===== src/rtl/taillight_sequencer.sv =====
`default_nettype none
// ============================================================================
// Module      : taillight_sequencer
// Description : Turn-signal / taillight controller with sequential turn
//               animation, hazard flash and steady brake lamps.
// Revision    : 1.0 - initial release
// ============================================================================
module taillight_sequencer #(
    parameter int LAMPS    = 3,
    parameter int TICK_DIV = 1
) (
    input  logic             clk,
    input  logic             rst_n,
    input  logic             left,
    input  logic             right,
    input  logic             hazard,
    input  logic             brake,
    output logic [LAMPS-1:0] lamp_l,
    output logic [LAMPS-1:0] lamp_r,
    output logic             busy
);

    localparam int c_STEP_W = $clog2(LAMPS + 1);
    localparam logic [c_STEP_W-1:0] c_STEP_MAX = c_STEP_W'(LAMPS);
    localparam logic [c_STEP_W-1:0] c_STEP_ONE = c_STEP_W'(1);

    typedef enum logic [1:0] {
        ST_IDLE  = 2'd0,
        ST_LEFT  = 2'd1,
        ST_RIGHT = 2'd2,
        ST_HAZ   = 2'd3
    } state_t;

    state_t              r_state;
    state_t              w_state_nxt;
    logic [c_STEP_W-1:0] r_step;
    logic [c_STEP_W-1:0] w_step_nxt;
    logic                r_phase;
    logic                w_phase_nxt;
    logic                r_brake_q;
    logic                w_tick;
    logic                w_hreq;
    logic                w_lreq;
    logic                w_rreq;
    logic [LAMPS-1:0]    w_therm;
    logic [LAMPS-1:0]    w_brake_fill;
    logic [LAMPS-1:0]    w_phase_fill;

    generate
        if (TICK_DIV > 1) begin : g_presc
            localparam int c_PRESC_W = $clog2(TICK_DIV);
            localparam logic [c_PRESC_W-1:0] c_PRESC_MAX = c_PRESC_W'(TICK_DIV - 1);
            logic [c_PRESC_W-1:0] r_presc;

            always_ff @(posedge clk or negedge rst_n) begin
                if (!rst_n) begin
                    r_presc <= '0;
                end else if (r_presc == c_PRESC_MAX) begin
                    r_presc <= '0;
                end else begin
                    r_presc <= r_presc + 1'b1;
                end
            end

            assign w_tick = (r_presc == c_PRESC_MAX);
        end else begin : g_no_presc
            assign w_tick = 1'b1;
        end
    endgenerate

    // A simultaneous left+right request is treated as hazard.
    assign w_hreq = hazard | (left & right);
    assign w_lreq = left & ~right & ~hazard;
    assign w_rreq = right & ~left & ~hazard;

    always_ff @(posedge clk or negedge rst_n) begin
        if (!rst_n) begin
            r_state   <= ST_IDLE;
            r_step    <= '0;
            r_phase   <= 1'b0;
            r_brake_q <= 1'b0;
        end else begin
            r_state   <= w_state_nxt;
            r_step    <= w_step_nxt;
            r_phase   <= w_phase_nxt;
            r_brake_q <= brake;
        end
    end

    always_comb begin
        w_state_nxt = r_state;
        w_step_nxt  = r_step;
        w_phase_nxt = r_phase;
        if (w_tick) begin
            case (r_state)
                ST_IDLE: begin
                    if (w_hreq) begin
                        w_state_nxt = ST_HAZ;
                        w_phase_nxt = 1'b1;
                    end else if (w_lreq) begin
                        w_state_nxt = ST_LEFT;
                        w_step_nxt  = c_STEP_ONE;
                    end else if (w_rreq) begin
                        w_state_nxt = ST_RIGHT;
                        w_step_nxt  = c_STEP_ONE;
                    end
                end
                ST_LEFT, ST_RIGHT: begin
                    // Releasing or reversing the stalk never cuts a sweep short.
                    if (w_hreq) begin
                        w_state_nxt = ST_HAZ;
                        w_phase_nxt = 1'b1;
                        w_step_nxt  = '0;
                    end else if (r_step < c_STEP_MAX) begin
                        w_step_nxt  = r_step + 1'b1;
                    end else begin
                        w_state_nxt = ST_IDLE;
                        w_step_nxt  = '0;
                    end
                end
                ST_HAZ: begin
                    if (w_hreq) begin
                        w_phase_nxt = ~r_phase;
                    end else begin
                        w_state_nxt = ST_IDLE;
                        w_phase_nxt = 1'b0;
                    end
                end
                default: begin
                    w_state_nxt = ST_IDLE;
                    w_step_nxt  = '0;
                    w_phase_nxt = 1'b0;
                end
            endcase
        end
    end

    // Shifting all-ones left by step and inverting yields step low bits set.
    assign w_therm      = ~({LAMPS{1'b1}} << r_step);
    assign w_brake_fill = {LAMPS{r_brake_q}};
    assign w_phase_fill = {LAMPS{r_phase}};

    always_comb begin
        lamp_l = '0;
        lamp_r = '0;
        case (r_state)
            ST_IDLE: begin
                lamp_l = w_brake_fill;
                lamp_r = w_brake_fill;
            end
            ST_LEFT: begin
                lamp_l = w_therm;
                lamp_r = w_brake_fill;
            end
            ST_RIGHT: begin
                lamp_l = w_brake_fill;
                lamp_r = w_therm;
            end
            ST_HAZ: begin
                lamp_l = w_phase_fill;
                lamp_r = w_phase_fill;
            end
            default: begin
                lamp_l = '0;
                lamp_r = '0;
            end
        endcase
    end

    assign busy = (r_state != ST_IDLE);

endmodule
`default_nettype wire

===== config.mk =====
export PLATFORM = sky130hd
export DESIGN_NAME = taillight_sequencer
export DESIGN_NICKNAME = d
export VERILOG_FILES = /design/src/rtl/taillight_sequencer.sv
export SDC_FILE = /design/constraint.sdc
export NUM_CORES = 1
export LEC_CHECK = 0
export BUFFER_PORTS_ARGS = -buffer_cell sky130_fd_sc_hd__buf_4
export CORE_AREA = 2 2 39 41
export CTS_BUF_LIST = sky130_fd_sc_hd__clkbuf_4 sky130_fd_sc_hd__clkbuf_8
export DETAILED_ROUTE_END_ITERATION = 12
export DIE_AREA = 0 0 41 43
export GPL_TIMING_DRIVEN = 0
export PLACE_DENSITY_LB_ADDON = 0.2
export SYNTH_ARGS = -nofsm -noshare
export SYNTH_HDL_FRONTEND = slang
export SYNTH_SLANG_ARGS = --single-unit

===== constraint.sdc =====
create_clock -name clk -period 2 [get_ports clk]
set_clock_uncertainty 0.2 [all_clocks]
set_input_delay 0.6 -clock clk [delete_from_list [all_inputs] [get_ports clk]]
set_output_delay 0.6 -clock clk [all_outputs]
set_load 0.02 [all_outputs]

# Yosys cells after proc, flatten, opt, wreduce, memory -nomap -nowiden
# Index checks and enable logic that the tools add are counted.
# Widths: inputs -> output; s select.
[word_totals]
register_bits = 6
in_bits = 6
[op_classes]
add_sub_neg = 1
magnitude_cmp = 1
n_eq_ne = 9
shift = 1
mux = 18
bitwise = 11
n_reduce_logical = 9
[op_table]
columns = ["operator", "n"]
rows = [
  ["$mux 2", 11],
  ["$pmux 3 s3", 2],
  ["$ne 3x3->1 const B", 2],
  ["$pmux 2 s3", 1],
  ["$reduce_and 3->1", 2],
  ["$reduce_or 2->1", 3],
  ["$and 1x1->1", 5],
  ["$eq 2x2->1 const B", 2],
  ["$ne 2x2->1 const B", 2],
  ["$ne 4x4->1 const B", 1],
  ["$not 1->1", 4],
  ["$pmux 2 s2", 1],
  ["$reduce_bool 2->1", 2],
  ["$not 3->3", 1],
  ["$reduce_or 3->1", 1],
  ["$shl 3x2->3 const A", 1],
  ["$add 2x1->2 const B", 1],
  ["$eq 2x1->1 const B", 1],
  ["$logic_not 2->1", 1],
  ["$lt 2x2->1 const B", 1],
  ["$mux 1", 2],
  ["$ne 2x1->1 const B", 1],
  ["$pmux 1 s2", 1],
  ["$or 1x1->1", 1],
]

# Depth between registers and ports, before layout
# Gate-level depths: netlist of the first run.
[depth]
ltp_word = 7
ltp_mapped = 5
depth_no_buf = 5

# Worst setup path before layout of the first run
# Ideal clock, no wire load.
[synth_path]
kind = "flip-flop to output port"
start = "register r_state[0]"
end = "output port lamp_l[0]"
arrival_time_ns = 1.281
slack_ns = -0.081
path_stages_with_launch = 6
n_path_buf = 0
path_cell_list = "dfrtp_1 inv_1 ha_1 o21ai_0 a21oi_1 a21o_1"
[synth_between]
elab_chain_len = 3
word_cells_on_any_way = 6
cone_classes = "eq/ne (3); mux (1); reduce/logical (2)"
[synth_lines]
columns = ["element", "line_no", "rtl"]
rows = [
  ["start, declared", "34", "state_t r_state;"],
  ["start signal, assigned", "83", "r_state <= w_state_nxt;"],
  ["$eq 2x2->1 / $logic_not 2->1 (equally long branches)", "146", "case (r_state)"],
  ["$reduce_or 2->1 (no source line)", "-", ""],
  ["$pmux 3 s3 (*)", "146", ""],
  ["end, declared", "18", "output logic [LAMPS-1:0] lamp_l,"],
]
# Mark *: on every way between the ends. The rest lies on a longest branch, timed or not.

# Worst setup path after layout of the first run
[layout_path]
start = "register r_state[1]"
end = "output port lamp_l[1]"
# Same word-level chain as after synthesis.

==> results.toml, run 1 <==
[critical_path]
slowest_delay_ns = 0.45
crit_required_ns = 1.20
cp-start-kind = "register"
rrSetupSlack_ns = 0.30
cp_cell_sequence = "inv_4 > ha_4 > o21ai_2 > a21oi_2 > a21o_1 > buf_6"
slowest_stage = "dfrtp_2"
critPathKind = "reg -> out"
cp_top_family = "flip-flops"
cp.arrival_ns = 1.45
critPathBufInv = 2
cp-end-kind = "output port"
cp_max_fo = 4

[power_and_ir_drop]
ir_worst_vdd_mv = 0.768
cellLeakagePower_uw = 0.000388
power_density_nw_per_um2 = 1920
fin_total_pwr_uw = 1610

[detailed_routing]
via_per_inst = 5.23
drt_iter0_drc = 6
routedWlPerCell_um = 12.8
final_antenna_net_count = 0
wirelength_mm = 1.26
first_pass_iters = 3
route.detailed.drc = 0
dr_total_vias = 513

[global_route]
grt.busiest_layer = "met2"
use_met1 = 0.225
antenna_found_initial = 0
grt_pass1_wl_mm = 2.13
grt_pass1_vias = 480
use_met2 = 0.284
grt_max_degree = 10
overflow = 0
met3_usage = 0.0157
grt_usage = 0.176

[die]
core_um2 = 1380
die_w_um = 41
start_util = 0.409
rows = 14
dieArea_um2 = 1760
io-pin-count = 13
die_h_um = 43

[yosys]
syn-mean-instance-area_um2 = 9.27
syn_inst = 61
ys_warn_count = 0
syn_nets = 74
syn-cell-area_um2 = 566
synth_seq_cells = 6
ys_seq_area_frac = 0.265
synth_cell_types = 24

[run]
max_cap_viol_count = 0

[sta]
maxSlewViolCount = 0
worstMarginPinSlew_ns = 0.407
setup_viol = 7
rsz0062_at_grt = "yes"
maxSlewHeadroom = 0.725
finalHoldViolCount = 0
holdWs_ns = 0.259
clock.fmax_mhz = 445
post-route-min-period_ns = 2.25
final.setup.worst_slack_ns = -0.247
fin_crit_sh = 1.12

[cts]
clockBufferDepth = 2
cts_tree = "yes"
cts_root_buf = "clkbuf_4"
cts_buffers = 3
htree_levels = 1
clkSinkCount = 6
clk_pin_slew_ns = 0.04
worstSkewPairLatency_ns = 0.25

[outcome]
failed_checks = "setup timing"
run_status = "complete, but fails checks"

[place]
hpwl_um = 852
port_buffers = 11
place_area_um2 = 671
placedCellCount = 88
gp_congestion = 0.699

[worst_hold_path]
hold_class = "in -> reg"

[final_layout]
stdcell_count = 98
drive_gt1_frac = 0.500
fillers = 120
area_growth_pct = 48.2
final_area_um2 = 838
antenna_cells = 0
fin_nets = 97
-- placed cells by master, fill, tap and decap left out, types with 2 or more instances in the layout --
master / count
buf_6: 5
ha_4: 4
mux2_4: 2
dfrtp_2: 2
o21ai_1: 2
dfrtp_1: 4
a21oi_2: 2
a2bb2oi_1: 2
o22ai_1: 2
mux2i_1: 2
o21a_1: 2
nand3_1: 3
clkbuf_4: 3
ha_1: 3
a21o_1: 3
inv_4: 2
buf_4: 12
nand2_1: 5
nor2_1: 2
o211ai_2: 2
inv_1: 5
-- final cells by class --
cell class,count,area (um2),area share
plain buffers,1,5.00,0.00597
clock buffers,3,22.5,0.0269
inverters,8,35.0,0.0418
multi-input cells,46,447,0.533
flip-flops and latches,6,153,0.182
well taps,16,20.0,0.0239
repair buffers,18,156,0.187
-- state kept, by name, summed over array words and instances (netlist names) --
name,flops
r_state,2
r_step,2
r_brake_q,1
r_phase,1
-- layer usage --
| layer | share of wire | up-vias |
|---|---|---|
| met5 | 0 | - |
| met3 | 0.023 | 2 |
| met2 | 0.51 | 12 |
| met4 | 0.018 | 0 |
| met1 | 0.45 | 239 |
| li1 | - | 260 |
-- kinds of logic (layout without fill, tap and decap cells) --
| kind of cell | count (synthesis) | count (layout) | share of synthesized area |
|---|---|---|---|
| AOI/OAI and AO/OA | 20 | 20 | 0.290 |
| xor gates and xnor gates | 1 | 1 | 0.0155 |
| adders and majority gates | 7 | 7 | 0.155 |
| buffers and inverters | 9 | 30 | 0.0619 |
| DFF | 6 | 6 | 0.265 |
| muxes | 4 | 4 | 0.0885 |
| and+or+nand+nor | 14 | 14 | 0.124 |
-- power breakdown --
part / switching, uW / leakage [uW] / internal, uW
combinational: 603 / 0.000306 / 628
sequential: 80.5 / 0.0000681 / 179
clock: 47.9 / 0.0000138 / 68.2
-- what timing repair did --
item | 4_1_cts | 5_1_grt
endpoints found under the setup margin | 7 | 7
pin swaps | 4 | 4
hold buffers | 1 | 0
gates resized for setup | 22 | 2
hold endpoints to repair | 6 | 0
buffers inserted | 6 | 1
-- final timing paths --
path / start / end / depth (start not counted)
worst max register to register: r_state[1] / r_state[1] / 6
min in group asynchronous: rst_n / r_step[1] / 2
worst max-delay path: r_state[1] / lamp_l[1] / 6
worst min-delay path: brake / r_brake_q / 1
worst min register to register: r_step[0] / r_step[0] / 2
max in group asynchronous: rst_n / r_state[1] / 2
-- synthesized netlist by cell type (all sizes together) --
cell type	count	area, um2
a21o	3	22.5
a21oi	4	31.3
a22oi	1	12.5
a2bb2oi	2	17.5
clkbuf	1	5.00
dfrtp	6	150
ha	7	87.6
inv	8	30.0
mux2	2	30.0
mux2i	2	20.0
nand2	5	18.8
nand2b	1	6.26
nand3	3	15.0
nor2	2	7.51
nor2b	1	6.26
nor3b	1	7.51
nor4b	1	8.76
o211ai	2	25.0
o21a	2	15.0
o21ai	3	15.0
o22ai	3	25.0
xnor2	1	8.76
-- metrics by stage --
| stage | worst slack [ns] | util | setup TNS, ns |
|---|---|---|---|
| finish | -0.247 | 0.606 | -1.38 |
| global route | -0.312 | 0.606 | -1.85 |
| CTS | -0.225 | 0.603 | -1.30 |
| detailed placement | -0.204 | 0.485 | -1.03 |
| global placement | -0.187 | 0.485 | -0.925 |
| floorplan | -0.0251 | - | -0.110 |
Note: power is estimated with default switching activity, not from simulation.
==> run 2, diff against run 1 <==
- PLACE_DENSITY: default -> 0.67
- PLACE_DENSITY_LB_ADDON: 0.2 -> default
==> run 2 against run 1 <==
  * Register-to-register slack worse by 0.06 ns
  * Wire length up 5.6%
  * Utilization down 0.27 points
  * The run still ends with setup timing left
  * Highest routed layer unchanged
  * Non-clock buffer count up 1
  * Die area unchanged
  * Sequential share of layout area up 0.082 points
==> results.toml, run 2 (synthesis gave the netlist of run 1 again) <==
[cts]
cts_root_buf = "clkbuf_4"
htree_levels = 1
clkSinkCount = 6
cts_tree = "yes"
worstSkewPairLatency_ns = 0.26
cts_buffers = 3
clockBufferDepth = 2
clk_pin_slew_ns = 0.06

[outcome]
run_status = "complete, but fails checks"
failed_checks = "setup timing"

[power_and_ir_drop]
p_sw_frac = 0.454
ir_worst_vdd_mv = 0.777
power_density_nw_per_um2 = 1950
p_clk_frac = 0.080
netSwitchingPower_uw = 738
power.internal_uw = 890
fin_total_pwr_uw = 1630
combPwrFrac = 0.764
p_seq_frac = 0.155
cellLeakagePower_uw = 0.000394

[sta]
setup_viol = 7
final.setup.worst_slack_ns = -0.243
maxSlewHeadroom = 0.739
finalHoldViolCount = 0
holdWs_ns = 0.241
rsz0062_at_grt = "yes"
maxSlewViolCount = 0
post-route-min-period_ns = 2.24
fin_crit_sh = 1.12
fin_setup_tns_ns = -1.34
worstMarginPinSlew_ns = 0.386
clock.fmax_mhz = 446

[die]
die_w_um = 41
rows = 14
die_h_um = 43
core_um2 = 1380
io-pin-count = 13
start_util = 0.409
dieArea_um2 = 1760

[final_layout]
fin_nets = 98
layout_common_cells = "12 x buf_4, 6 x buf_6, 5 x nand2_1, 5 x inv_1"
stdcell_count = 99
final_common_cell = "buf_4"
area_growth_pct = 47.6
top_regs = "r_state x2, r_step x2"
drive_gt1_frac = 0.494
antenna_cells = 0

[detailed_routing]
final_antenna_net_count = 0
wirelength_mm = 1.33
first_pass_iters = 3
route.detailed.drc = 0
dr_total_vias = 528
drt_iter0_drc = 7
via_per_inst = 5.33
routedWlPerCell_um = 13.4

[global_route]
grt_usage = 0.191
grt_pass1_vias = 505
grt_pass1_wl_mm = 2.17
overflow = 0
antenna_found_initial = 0
grt_max_degree = 10

[critical_path]
cp-end-kind = "output port"
crit_required_ns = 1.20
slowest_stage = "dfrtp_2"
critPathKind = "reg -> out"
slowest_delay_ns = 0.44
cp-start-kind = "register"
cp_max_fo = 4
cp.arrival_ns = 1.44
cp_cell_sequence = "inv_4 > ha_4 > o21ai_2 > a21oi_2 > a21o_1 > buf_6"

[place]
hpwl_um = 885
placedCellCount = 88
port_buffers = 11
gp_congestion = 0.700

[run]
max_cap_viol_count = 0

[worst_hold_path]
hold_class = "in -> reg"
-- run 2: metrics by stage --
stage               utilization  instance area (um2)  setup WS [ns]
detailed placement        0.485                  671         -0.191
finish                    0.603                  835         -0.243
CTS                       0.603                  835         -0.236
global placement          0.485                  671         -0.174
floorplan                     -                  568        -0.0251
global route              0.603                  835         -0.301
-- run 2: critical path: cells and delay by family, from the launching register on --
family / cells / cell delay [ns]
compound gates: 3 / 0.38
buf+inv: 2 / 0.19
fa+ha+maj: 1 / 0.17
flops: 1 / 0.44
-- run 2: layer usage --
metal | share of wire | vias to the layer above | GRT usage
met2 | 0.49 | 15 | 0.306
met5 | 0 | - | 0
met4 | 0.030 | 0 | 0.140
met3 | 0.043 | 6 | 0.0314
met1 | 0.43 | 249 | 0.209
li1 | - | 258 | -
-- run 2: cell type report --
cell class | count | area (um2)
inverters | 8 | 32.5
multi-input cells | 46 | 434
repair buffers | 19 | 168
clock buffers | 3 | 22.5
plain buffers | 1 | 5.00
well taps | 16 | 20.0
fillers | 131 | 549
flip-flops and latches | 6 | 153
-- run 2: power groups by stage --
stage          clock, uW  sequential (uW)  combinational, uW
6_report             131              253               1240
3_3_place_gp           0              239                945
2_1_floorplan          0              225                699
5_1_grt              140              259               1360
4_1_cts              131              252               1240
3_5_place_dp           0              242                958
-- run 2: repair_timing --
item / in CTS / in global routing
pin swaps: 7 / 2
hold endpoints to repair: 6 / 0
hold buffers: 1 / 0
setup buffers: 7 / 0
endpoints found under the setup margin: 7 / 7
resized for setup: 22 / 0
-- run 2: worst paths after layout --
path / from / endpoint / slack [ns] / cells after the start
max: r_state[0] / lamp_l[2] / -0.24 / 6
min: brake / r_brake_q / 0.24 / 1
max reg2reg: r_state[1] / r_state[0] / 0.24 / 7
min reg2reg: r_phase / r_phase / 0.41 / 2
max in group asynchronous: rst_n / r_state[0] / 1.00 / 2
min in group asynchronous: rst_n / r_step[1] / 0.47 / 2
